**src/rtl/seg_pkg.sv**
```systemverilog
// ---------------------------------------------------------------------------
// seg_pkg -- shared seven-segment constants.
//   HEX_SEG   : 16-entry active-low glyph table, bit6=a .. bit0=g, index = nibble
//   SEG_DASH  : centre bar only (g lit), shown while no request is active
//   SEG_BLANK : all segments dark, shown while in reset
// ---------------------------------------------------------------------------
package seg_pkg;

  localparam logic [6:0] SEG_DASH  = 7'b1111110;
  localparam logic [6:0] SEG_BLANK = 7'b1111111;

  // Packed so that HEX_SEG[n] is the glyph for nibble n (entry F listed first).
  localparam logic [15:0][6:0] HEX_SEG = {
    7'b0111000,  // F
    7'b0110000,  // E
    7'b1000010,  // d
    7'b0110001,  // C
    7'b1100000,  // b
    7'b0001000,  // A
    7'b0000100,  // 9
    7'b0000000,  // 8
    7'b0001111,  // 7
    7'b0100000,  // 6
    7'b0100100,  // 5
    7'b1001100,  // 4
    7'b0000110,  // 3
    7'b0010010,  // 2
    7'b1001111,  // 1
    7'b0000001   // 0
  };

endpackage : seg_pkg

```
**src/rtl/hex_seg.sv**
```systemverilog
// ---------------------------------------------------------------------------
// hex_seg -- combinational nibble to seven-segment glyph lookup.
//   nibble_i : 4-bit value to display
//   seg_o    : active-low segment pattern, bit6=a .. bit0=g
// ---------------------------------------------------------------------------
module hex_seg
  import seg_pkg::*;
(
  input  logic [3:0] nibble_i,
  output logic [6:0] seg_o
);

  assign seg_o = HEX_SEG[nibble_i];

endmodule : hex_seg

```
**src/rtl/prio_enc_scan.sv**
```systemverilog
// ---------------------------------------------------------------------------
// prio_enc_scan -- registered priority encoder with a multiplexed hex display.
//   clk       : single clock, all state on the rising edge
//   rst_n     : asynchronous active-low reset
//   x         : request vector (W bits)
//   en        : encoder enable
//   lsb_first : 0 = highest set bit wins, 1 = lowest set bit wins
//   idx       : winning bit position, 0 when nothing wins
//   flag      : 1 iff enabled and any request bit set
//   chg       : one-cycle pulse in the cycle a new {flag,idx} first appears
//   seg       : active-low segments of the currently selected digit
//   an        : active-low one-hot digit select (NDIG bits)
// Pipeline: inputs are registered (cycle 1), encoded result is registered
// (cycle 2). The scan display reads the registered result, so a new value
// shows up mid-scan without disturbing the scan counter or digit pointer.
// ---------------------------------------------------------------------------
module prio_enc_scan
  import seg_pkg::*;
#(
  parameter int W        = 8,
  parameter int NDIG     = 2,
  parameter int SCAN_DIV = 1000
) (
  input  logic                 clk,
  input  logic                 rst_n,
  input  logic [W-1:0]         x,
  input  logic                 en,
  input  logic                 lsb_first,
  output logic [$clog2(W)-1:0] idx,
  output logic                 flag,
  output logic                 chg,
  output logic [6:0]           seg,
  output logic [NDIG-1:0]      an
);

  localparam int IW = $clog2(W);
  localparam int NW = NDIG * 4;
  localparam int CW = (SCAN_DIV > 1) ? $clog2(SCAN_DIV) : 1;
  localparam int DW = (NDIG > 1) ? $clog2(NDIG) : 1;

  // The display must be wide enough to show every possible index.
  if (W < 2 || W > 64 || NDIG < 1 || SCAN_DIV < 1 || NW < IW) begin : g_bad_param
    $error("prio_enc_scan: illegal parameters W=%0d NDIG=%0d SCAN_DIV=%0d",
           W, NDIG, SCAN_DIV);
  end

  // ---------------- input stage ----------------
  logic [W-1:0] x_q;
  logic         en_q;
  logic         lsb_q;

  // NOTE: state is written with non-blocking assignments so every register
  // samples its inputs from before the edge, independent of block ordering.
  always_ff @(posedge clk or negedge rst_n) begin
    if (!rst_n) begin
      x_q   <= '0;
      en_q  <= 1'b0;
      lsb_q <= 1'b0;
    end else begin
      x_q   <= x;
      en_q  <= en;
      lsb_q <= lsb_first;
    end
  end

  // ---------------- priority encoder ----------------
  logic [IW-1:0] enc_idx;
  logic [IW-1:0] idx_d, idx_q;
  logic          flag_d, flag_q;
  logic          chg_d, chg_q;

  // NOTE: every variable gets a default before any conditional code, so no
  // path leaves a value unassigned and no latch is inferred.
  always_comb begin
    enc_idx = '0;
    // Later loop iterations overwrite earlier ones, so the scan direction
    // decides which set bit survives.
    if (lsb_q) begin
      for (int i = W - 1; i >= 0; i--) begin
        if (x_q[i]) enc_idx = IW'(i);
      end
    end else begin
      for (int i = 0; i < W; i++) begin
        if (x_q[i]) enc_idx = IW'(i);
      end
    end
    flag_d = en_q && (x_q != '0);
    idx_d  = flag_d ? enc_idx : '0;
    // Compared against the registered value, so a mode toggle that yields the
    // same winner produces no pulse.
    chg_d  = ({flag_d, idx_d} != {flag_q, idx_q});
  end

  always_ff @(posedge clk or negedge rst_n) begin
    if (!rst_n) begin
      idx_q  <= '0;
      flag_q <= 1'b0;
      chg_q  <= 1'b0;
    end else begin
      idx_q  <= idx_d;
      flag_q <= flag_d;
      chg_q  <= chg_d;
    end
  end

  // ---------------- display scan ----------------
  logic [CW-1:0]   cnt_d, cnt_q;
  logic [DW-1:0]   dig_d, dig_q;
  logic            cnt_wrap;
  logic [NW-1:0]   idx_ext;
  logic [3:0]      nibble;
  logic [6:0]      hex_pat;
  logic [6:0]      seg_d, seg_q;
  logic [NDIG-1:0] an_d, an_q;

  always_comb begin
    cnt_wrap = (cnt_q == CW'(SCAN_DIV - 1));
    cnt_d    = cnt_wrap ? '0 : cnt_q + CW'(1);
    dig_d    = dig_q;
    if (cnt_wrap) begin
      dig_d = (dig_q == DW'(NDIG - 1)) ? '0 : dig_q + DW'(1);
    end

    idx_ext = NW'(idx_q);
    nibble  = '0;
    for (int i = 0; i < NDIG; i++) begin
      if (dig_q == DW'(i)) nibble = idx_ext[i*4 +: 4];
    end

    seg_d = flag_q ? hex_pat : SEG_DASH;
    an_d  = ~(NDIG'(1) << dig_q);
  end

  hex_seg u_hex_seg (
    .nibble_i (nibble),
    .seg_o    (hex_pat)
  );

  always_ff @(posedge clk or negedge rst_n) begin
    if (!rst_n) begin
      cnt_q <= '0;
      dig_q <= '0;
      seg_q <= SEG_BLANK;
      an_q  <= '1;
    end else begin
      cnt_q <= cnt_d;
      dig_q <= dig_d;
      seg_q <= seg_d;
      an_q  <= an_d;
    end
  end

  assign idx  = idx_q;
  assign flag = flag_q;
  assign chg  = chg_q;
  assign seg  = seg_q;
  assign an   = an_q;

endmodule : prio_enc_scan

```
**config.mk**
```make
export PLATFORM = sky130hd
export DESIGN_NAME = prio_enc_scan
export DESIGN_NICKNAME = d
export VERILOG_FILES = /design/src/rtl/seg_pkg.sv /design/src/rtl/hex_seg.sv /design/src/rtl/prio_enc_scan.sv
export SDC_FILE = /design/constraint.sdc
export NUM_CORES = 1
export LEC_CHECK = 0
export BUFFER_PORTS_ARGS = -buffer_cell sky130_fd_sc_hd__buf_4
export CAP_MARGIN = 10
export CORE_MARGIN = 4
export CORE_UTILIZATION = 55
export DETAILED_ROUTE_END_ITERATION = 12
export PLACE_DENSITY = 0.79
export SETUP_SLACK_MARGIN = 0.02
export SYNTH_ARGS = -nofsm -noshare
export SYNTH_HDL_FRONTEND = slang
export SYNTH_SLANG_ARGS = --single-unit
```
**constraint.sdc**
```tcl
create_clock -name clk -period 2.9 [get_ports clk]
set_clock_uncertainty 0.2 [all_clocks]
set_input_delay 0.435 -clock clk [delete_from_list [all_inputs] [get_ports clk]]
set_output_delay 0.435 -clock clk [all_outputs]
set_load 0.03 [all_outputs]
```
# After elaboration in Yosys (flattened, before gate mapping)
# Memories as Yosys holds them, arrays and structs flattened.
# Index checks and enable logic that the tools add are counted.
# op_classes
shifts,1
reduce_logical,2
muxes,22
order_cmp,1
add_sub_neg,2
n_eq_ne,2
bitwise_logic,1
# op_table
operator,count
$mux 3,17
$mux 7,2
$add 10x1->10 const B,1
$eq 10x10->1 const B,1
$mux 10,1
$reduce_bool 8->1,1
$lt 3x5->1 const B,1
$ne 4x4->1,1
$mux 1,2
$not 2->2,1
$shl 1x1->2 const A,1
$add 1x1->1 const B,1
$logic_and 1x1->1,1
# word_totals
mem_bits_ro,112
word_cells,42
reg_bits,35
inputBits,12
output_inout_bits,14
mem_count,1
# memory_table
name,words,width,rd,rd_clocked_by_memory_dff,wr,line,text
(name not given),16,7,1,0,0,hex_seg.sv:13,assign seg_o = HEX_SEG[nibble_i];

# Longest topological paths before layout
# logic_depth
word_depth,11
mapped_depth,7
depth_no_buf,7

# Hierarchy
# A second synthesis with hierarchy kept.
# hier_totals
hier_cells,152
hier_area_um2,1709.1
# by_module_without_submodules
module,cells_each,instances,seq_area_each_um2,area_per_inst_um2
prio_enc_scan,120,1,887.1,1433.9
hex_seg,32,1,0.0,275.3

# Least setup slack after synthesis
# Ideal clock, no wire load.
# synth_timing
path_type,reg2reg
startpoint,register x_q[6]
endpoint,"register chg_q, in the netlist chg"
setup_time_ps,129
required_time_ps,2571
stages_incl_launch_ff,6
path_buffers,0
arrival_time_ps,1611
period_less_slack_ps,1941
slack_ps,959
cell_sequence,dfrtp_1 nand2b_1 a2111oi_1 o32ai_2 xnor2_1 o41a_1
# synth_via
elab_chain_cells,10
elab_cells_between_ends,14
cone_classes,1 x eq/ne; 11 x mux; 2 x reduce/logical
# synth_lines
element,line,text
"start, declared",prio_enc_scan.sv:48,logic [W-1:0] x_q;
"start signal, assigned",prio_enc_scan.sv:56,x_q <= '0;
"start signal, assigned",prio_enc_scan.sv:60,x_q <= x;
$mux 3 (7 in series),prio_enc_scan.sv:80,if (x_q[i]) enc_idx = IW'(i);
$mux 3,prio_enc_scan.sv:78,if (lsb_q) begin
$mux 3,prio_enc_scan.sv:88,idx_d = flag_d ? enc_idx : '0;
$ne 4x4->1 *,prio_enc_scan.sv:91,"chg_d = ({flag_d, idx_d} != {flag_q, idx_q});"
named net chg_d,prio_enc_scan.sv:70,"logic chg_d, chg_q;"
"end signal, assigned",prio_enc_scan.sv:102,chg_q <= chg_d;
"end, declared",prio_enc_scan.sv:70,
# Mark *: on every way through the listed nets, which the timed path passes. The rest lies on a longest branch.
# A chain may end at the register's enable or synchronous reset.

# Final worst setup path
# Ends and elaborated chain as after synthesis.

==> metrics.md <==
| Metric | Value |
|---|---|
| Status | finished, final reports clean |
| Fraction of registers with async set/reset | 100% |
| Clock tree sinks | 35 |
| Max Cap Violations | 0 |
| Post-detail-place hpwl | 1950 um |
| PostCTS Resize Cnt | 0 |
| CP arrival | 2160 ps |
| ANT cells | 0 |
| Share of cells above drive strength 1 | 24.7% |
| Synthesized cell area | roughly 0.0015 mm2 |
| # port buffers | 25 |
| GR Overflow Total | 0 |
| Unrepaired setup endpoints after global routing | false |
| Worst slew pin tran | 499 ps |
| Relative slew slack | 66.5% |
| Fillers | 170 |
| Final-report max-slew violation count | 0 |
| Most area-hungry cell type in the Yosys netlist | dfrtp_1 |
| PwrDens | about 500 mW/mm2 |
| Die span in y | 60.3 um |
| Internal power | 0.689 mW |
| Vias in the first global route | 1156 |
| Core ar. | 0.00254 mm2 |
| Clock tree from TritonCTS | built |
| Min Tclk post-route | 2120 ps |
| Synth cell types | 30 |
| Share of the synthesized area in the top cell type | a little over two fifths |
| Sequential Power Share | 56.7% |
| Count leader, synth | dfrtp_1 |
| I/O pin cnt | 26 |
| Sw Share | 26.8% |
| Classification of the worst setup path | flop to flop |
| Via count | 1141 |
| GRT Overall Usage | 20.3% |
| Post-CTS setup buffer count | 0 |
| Vias/cell | ~5.5 |
| Register area | 887 um2 |
| Mean Syn Cell Area | 11.1 um2 |
| Highest clock rate | 0.472 GHz |
| Largest net degree at the start of global routing | 36 |
| Pleak | roughly 0.85 nW |
| Final nets | approximately 200 |
| Combinational power share | 13.7% |
| Synthesis Warnings | 0 |
| DRC violations left | 0 |
| CTS Root Cell | clkbuf_4 |
| Synth cell count leaders | 26 x dfrtp_1, 19 x nand2_1, 14 x nor2_1, 9 x dfstp_2, 8 x o21ai_0 |
| CTS Buf Count | 5 |
| P&R area growth vs syn | 26.0% |
| Initial antenna violation count | 0 |
| Final setup fails | 0 |
| Syn Inst Count | 135 |
| Clk pwr share | 29.6% |
| Std cell rows | 18 |
| Routability Congestion | approximately 0.84 |
| Number of synthesized register bits | 35 |
| Clk Latency, worst-skew pair | 340 ps |
| Required @ worst endpoint | approximately 2900 ps |
| Die Span X | 60.3 um |
| Fin Hold WS | 230 ps |
| Starting Density | 59.0% |
| Antenna-violating nets left | 0 |
| Post-placement setup slack | ~840 ps |
| Final Hold Fails | 0 |
| Hold buffer count at cts | 11 |
| Maximum VDD drop | between 0.4 and 0.5 mV |
| Post-Syn Nets | 154 |
| H-tree levels | 2 |
| Sequential area share after synthesis | 59.1% |
| Critical Path End Type | flop |
| Aggregate negative setup slack | 0 ps |
| Sw Pwr | 0.253 mW |
| Die area | around 0.0036 mm2 |
| Fin crit share | 73.1% |
| Placed Cells | 189 |
| CP max FO | 6 |
| Synth area leaders | dfrtp_1 43%, dfstp_2 16%, ha_1 5.8% |
| CP Launch Type | flop |
| Multi-input gate area | 583 um2 |
| Clk pin slew, worst setup/hold paths | 100 ps |
| Iter 0 DRT Violations | 56 |
| WL per Instance | approximately 15 um |
| HP Class | flop to flop |
| First-pass GRT wire length | 5200 um |
| Drt pass-1 iters | 4 |
| WL final | 3070 um |
| Final core occ | between 70% and 80% |
| PnR worst setup slack | 780 ps |
| Max clock buf depth | 2 |
| Finished Layout Cells | 208 |
| Most used DFF post-synth | dfrtp_1 |
| Number of flops mapped to enable cells by yosys | 0 |
[path summary, 6_finish.rpt]
| path | start | end | slack [ps] | cells past startpoint |
|---|---|---|---|---|
| max in group asynchronous | rst_n | an[1] | 1820 | 2 |
| min in group asynchronous | rst_n | idx[2] | 360 | 2 |
| worst max-delay path | x_q[6] | chg | 780 | 5 |
| worst max register to register | x_q[6] | chg | 780 | 5 |
| worst min register to register | dig_q | an[0] | 230 | 0 |
| worst min-delay path | dig_q | an[0] | 230 | 0 |
[flip-flops by register name, indices dropped and copies added (netlist names)]
name   count
cnt_q     10
flag       1
dig_q      1
x_q        8
chg        1
idx        3
en_q       1
lsb_q      1
seg        7
an         2
[per-layer routing]
layer  track usage (%)  routed length (um)  up-vias  part of all wire (%)
li1                  -                   -      543                     -
met4              8.86                  63        0                   2.1
met5                 0                   0        -                     0
met3              6.26                 167        8                   5.4
met1              20.4                1200      559                    39
met2              37.8                1640       31                    53
[per-stage QoR]
step	total power [mW]	area, um2
after detailed placement	0.659	1720
after CTS	0.944	1890
final	0.942	1890
after global routing	0.985	1890
after global placement	0.654	1720
after floorplan	0.607	1500
[cells in the final DEF, fill, tap and decap left out, types with 6 or more instances in the layout]
| cell | instances |
|---|---|
| ha_1 | 7 |
| o21ai_0 | 8 |
| nand3_1 | 6 |
| dfrtp_1 | 26 |
| nand2_1 | 19 |
| inv_1 | 7 |
| dfstp_2 | 9 |
| nor2_1 | 14 |
| dlygate4sd3_1 | 11 |
| buf_4 | 25 |
[final cells by class]
| cell class | count | area share (%) |
|---|---|---|
| multi-input cells | 92 | 30.8 |
| inverters | 7 | 1.39 |
| clock buffers | 7 | 2.91 |
| clock inverters | 1 | 0.265 |
| repair buffers | 36 | 15.7 |
| well taps | 30 | 1.98 |
| flip-flops and latches | 35 | 46.9 |
[critical path, cell delays in order (launching register included)]
cell and delay (ps):
dfrtp_1 450, nand2b_1 170, a2111oi_1 460, o32ai_2 170, xnor2_1 160, o41a_1 410
[cell families after synthesis]
logic type / synth area share (%)
flip-flops: 59.1
multiplexers: 0.667
adder cells (fa/ha/maj): 5.83
AND/OR/NAND/NOR: 16.2
buffers and inverters: 2.08
AO/OA/AOI/OAI: 10.9
XOR/XNOR: 5.25
[power by group through the flow]
stage	clock [mW]	combinational, mW	sequential (mW)
after floorplan	0	0.0410	0.566
after global placement	0	0.113	0.541
after detailed placement	0	0.117	0.543
after CTS	0.281	0.129	0.533
after global routing	0.306	0.142	0.537
final	0.279	0.129	0.534
Power figures use the tool's default switching activity.
